**src/rtl/keypad_pkg.sv**
```systemverilog
// keypad_pkg: shared BCD type and limits for keypad encoder, digit loader and timer
package keypad_pkg;
  typedef logic [3:0] bcd_t;
  localparam bcd_t BCD_MAX = 4'd9;
  localparam bcd_t SEC_TENS_MAX = 4'd5;
  localparam logic LOADN_IDLE = 1'b1;
endpackage

```
**src/rtl/loadn_edge.sv**
```systemverilog
// loadn_edge: falling-edge strobe on active-low loadn (in: clock, resetn, loadn; out: strobe)
module loadn_edge
  import keypad_pkg::*;
(
  input  logic clock,
  input  logic resetn,
  input  logic loadn,
  output logic strobe
);
  logic loadn_q;
  always_ff @(posedge clock or negedge resetn)
    if (!resetn) loadn_q <= LOADN_IDLE;
    else loadn_q <= loadn;
  assign strobe = loadn_q & ~loadn;
endmodule

```
**src/rtl/keypad_digit_loader.sv**
```systemverilog
// keypad_digit_loader: BCD key strobes shifted into a right-justified time-entry register (in: clock, resetn, BCD, loadn, en, clear; out: digits, count, zero, time_valid, load_pulse, bad_digit)
module keypad_digit_loader
  import keypad_pkg::*;
#(
  parameter int DIGITS = 3
) (
  input  logic                clock,
  input  logic                resetn,
  input  logic [3:0]          BCD,
  input  logic                loadn,
  input  logic                en,
  input  logic                clear,
  output logic [4*DIGITS-1:0] digits,
  output logic [2:0]          count,
  output logic                zero,
  output logic                time_valid,
  output logic                load_pulse,
  output logic                bad_digit
);
  logic strobe, take, accept, reject;
  loadn_edge u_edge (
    .clock (clock),
    .resetn(resetn),
    .loadn (loadn),
    .strobe(strobe)
  );
  always_comb begin
    take = strobe & en & ~clear;
    accept = take & (bcd_t'(BCD) <= BCD_MAX);
    reject = take & (bcd_t'(BCD) > BCD_MAX);
    zero = digits == '0;
    time_valid = digits[7:4] <= SEC_TENS_MAX;
  end
  always_ff @(posedge clock or negedge resetn)
    if (!resetn) begin
      digits <= '0;
      count <= '0;
      load_pulse <= 1'b0;
      bad_digit <= 1'b0;
    end else begin
      load_pulse <= accept;
      bad_digit <= reject;
      if (clear) begin
        digits <= '0;
        count <= '0;
      end else if (accept) begin
        digits <= {digits[4*DIGITS-5:0], BCD};
        count <= count == 3'(DIGITS) ? count : count + 3'd1;
      end
    end
endmodule

```
**config.mk**
```make
export PLATFORM = sky130hd
export DESIGN_NAME = keypad_digit_loader
export DESIGN_NICKNAME = d
export VERILOG_FILES = /design/src/rtl/keypad_pkg.sv /design/src/rtl/loadn_edge.sv /design/src/rtl/keypad_digit_loader.sv
export SDC_FILE = /design/constraint.sdc
export NUM_CORES = 1
export LEC_CHECK = 0
export CAP_MARGIN = 20
export CORE_UTILIZATION = 47
export DETAILED_ROUTE_END_ITERATION = 16
export PLACE_DENSITY = 0.82
export SLEW_MARGIN = 20
export SYNTH_ARGS = -nofsm -noshare
export SYNTH_HDL_FRONTEND = slang
export SYNTH_SLANG_ARGS = --single-unit
```
**constraint.sdc**
```tcl
create_clock -name clock -period 3.2 [get_ports clock]
set_clock_uncertainty 0.05 [all_clocks]
set_input_delay 0.64 -clock clock [delete_from_list [all_inputs] [get_ports clock]]
set_output_delay 0.64 -clock clock [all_outputs]
set_load 0.02 [all_outputs]
```
==> run summary <==
The proportion of layout cells with a drive suffix above 1 was 11.5%; the count of state elements after synthesis was 18. The logs give 121 for the final instance count without filler cells and 33.2% for the routing usage on met2. The worst hold margin is 480 ps, and the number of warning messages in the yosys log is 0.

The tools report the aggregate negative setup slack as 0 ps. The count of final max-slew check failures was 0. Dividing the final minimum period by the clock period gives 78.0%. Reported net switching power: 0.0000937 W.

The worst hold path belongs to the class reg2reg. The number of nets in the synthesized netlist is 80. Final-report hold violation count: 0.

The number of setup violations in the final report came out at 0. The flow ran to the end, and the final reports show no timing, DRC or antenna violations. At the later pin of the worst-skew pair, clock insertion delay measures 280 ps.

In this run the static leakage power is 0.557 nW. Combinational logic burns 11.5% of the power. 28 I/O pins were placed.

Internal power comes to 0.000324 W. The clock passes through at most 2 buffers. In this run the worst setup path begins at digits[6]. After detailed routing, the number of vias per cell comes to 5.53. STA classifies the critical path startpoint as a register. The post-route minimum period was 2500 ps; the number of fillers in the final layout was 129. For this run, design rule violations remaining after detail routing come to 0. The net switching share of the total power came out at 22.4%. VDD sags by at most 0.290 mV.

For met3 alone, demand over resource in global routing was 2.45%. The starting density of the core is 50.0%, and the worst setup slack for register-to-register paths is 1550 ps. The tools report the proportion of synthesized chip area in sequential cells as 52.9%. In this run the cell area measured after placement is 0.00112 sq mm. The fmax came out at 401 MHz. The classification of the worst setup path is reg2out. Entering global routing, the biggest net connects 19 pins. The wire length per cell is 14.7 um. In this run the worst setup path terminates at zero.

The post-cts gate resize count came out at 0. The floorplan die width was 44.6 um. TritonCTS built the clock tree.

At the worst endpoint, the arrival time is 1810 ps. Leaving out fill and tap cells, the most frequent cell in the layout is clkdlybuf4s50_1. The first global-routing pass estimated 2920 um of wire. The worst register-to-register path begins at count[0]. After clock tree synthesis, the clock-pin slew on the worst setup and hold paths is 100 ps.

The count of different cell masters after synthesis is 24. The TritonCTS sink count was 18. The busiest layer in global routing was met2. Dividing total power by cell area gives a power density of 360 mW/mm^2. After global routing the overflow that remains totals 0. The clock network is responsible for 32.3% of the overall power. The standard cell core area is 0.00171 sq mm, and the synthesis-to-layout area growth is 35.9%.

The run gives 48.4% as the worst slew slack as a fraction of its limit. The number of nets still failing antenna checks after routing is 0, and the slew at the pin with the worst max-slew slack is 771 ps. The number of vias in the routed layout is 669, and the relative contribution of sequential cells to total power is 56.2%. Setup repair after global routing left no endpoint under its margin. The aggregate routed wire length was 1780 um. The overall die area was 0.00199 sq mm; the via count of the first global-routing pass was 633.

Initial antenna violation count: 0. Max-cap violations in this run came to 0. The tools report the endpoint of the lowest-slack register-to-register path as count[1]. For the worst setup path, the data required time is 2510 ps. The clock tree root driver cell is clkbuf_4. Buffers added to address setup during post-CTS repair amount to 0. Clock tree synthesis inserted a total of 3 buffers.

In the layout the commonest cells are 27 x clkdlybuf4s50_1, 17 x dfrtp_1, 13 x and3_1. The post-placement cell count was 117; the first-pass iteration count of the detailed router was 4. For the initial DRC count, the log shows 21. The number of nets at the end of the flow came out at 108.

The repair_antennas step left the layout with diodes totalling 0. For the worst flop-to-flop path, the logic depth is 4. For this run, the total global-route usage over all layers was measured as 20.9%.

Global routing consumed, on the met1 layer, 27.4% of the routing resources. The largest fanout of any net on the critical path was 5; the site row count was 15. Input and output buffers added on the ports amount to 27. The synthesized netlist occupies a cell area of 853 sq um. The synthesized instance count is 69, and the routability congestion estimate from global placement is 0.772. The share of the core filled with cells in the final layout came out at 67.9%.

Dividing the synthesized area by the synthesized cell count gives 12.4 sq um. Number of levels the H-tree was split into: 1. The number of hold buffers added after CTS was 0. Once detailed placement completed, the half-perimeter wirelength came to 1310 um. In this run the vertical extent of the chip is 44.6 um. STA classifies the critical path endpoint as an output pin. The tools report the final instance area as 0.00116 sq mm.
-- power by group through the flow --
stage               logic [W]  clock network (W)  registers (W)
CTS                 0.0000489           0.000142       0.000235
finish              0.0000482           0.000135       0.000235
global route        0.0000527           0.000152       0.000235
detailed placement  0.0000488                  0       0.000239
global placement    0.0000476                  0       0.000239
floorplan           0.0000190                  0       0.000242
-- cells in the mapped netlist, drive strengths merged --
cell type / number / area [sq um]
and4bb: 1 / 16.3
dfstp: 1 / 26.3
o21ai: 1 / 8.76
buf: 3 / 27.5
and2b: 1 / 8.76
a211oi: 1 / 7.51
mux2i: 1 / 10.0
nor2: 1 / 3.75
o31a: 1 / 8.76
and3: 13 / 81.3
nor3: 1 / 10.0
dfrtp: 17 / 425
ha: 2 / 25.0
a21oi: 1 / 5.00
a31o: 12 / 105
clkbuf: 1 / 3.75
nand2: 2 / 15.0
inv: 3 / 11.3
nand4bb: 1 / 16.3
mux2: 1 / 11.3
o21a: 1 / 7.51
nor4: 3 / 18.8
-- kinds of logic (layout without fill, tap and decap cells) --
group | Yosys count | after routing | synth area share (%)
AND/OR/NAND/NOR | 23 | 23 | 19.9
buffers and inverters | 7 | 34 | 4.98
adder cells (fa/ha/maj) | 2 | 2 | 2.93
multiplexers | 2 | 2 | 2.49
flip-flops | 18 | 18 | 52.9
AO/OA/AOI/OAI | 17 | 17 | 16.7
-- registers in the layout, indices dropped and copies added, names as in the netlist --
signal	flops
load_pulse	1
digits	12
u_edge.loadn_q	1
count	3
bad_digit	1
-- stage by stage --
step / setup slack [ps] / total power (W)
floorplan: 1500 / 0.000261
global placement: 1040 / 0.000286
detailed placement: 1010 / 0.000288
CTS: 685 / 0.000425
global route: 612 / 0.000440
finish: 704 / 0.000417
-- how the worst min path moves through the flow --
stage	end	slack, ps	depth (start not counted)	from
after CTS	count[0]	490	1	count[0]
after global routing	digits[9]	540	1	digits[9]
final	count[0]	480	1	count[0]
after floorplan	bad_digit	290	0	resetn
after detailed placement	count[0]	470	1	count[0]
after global placement	count[0]	460	1	count[0]
-- final cells by class --
cell class / instances / area [sq um] / share of cell area, %
Clock buffer: 4 / 36.3 / 3.13
Inverter: 3 / 11.3 / 0.971
Multi-Input combinational cell: 44 / 359 / 31.0
Sequential cell: 18 / 452 / 38.9
Tap cell: 25 / 31.3 / 2.70
Timing Repair Buffer: 27 / 270 / 23.3
-- worst max-delay path, cell delays in order, from the launching register on --
cell and delay [ps]:
dfrtp_1 450, nor4_1 280, and3_1 190, clkdlybuf4s50_1 600
-- routing by layer --
metal	wire (um)	vias up
met1	802	325
met4	10	0
met2	897	27
li1	-	315
met5	0	-
met3	74	2
(Power assumes the default switching activity.)
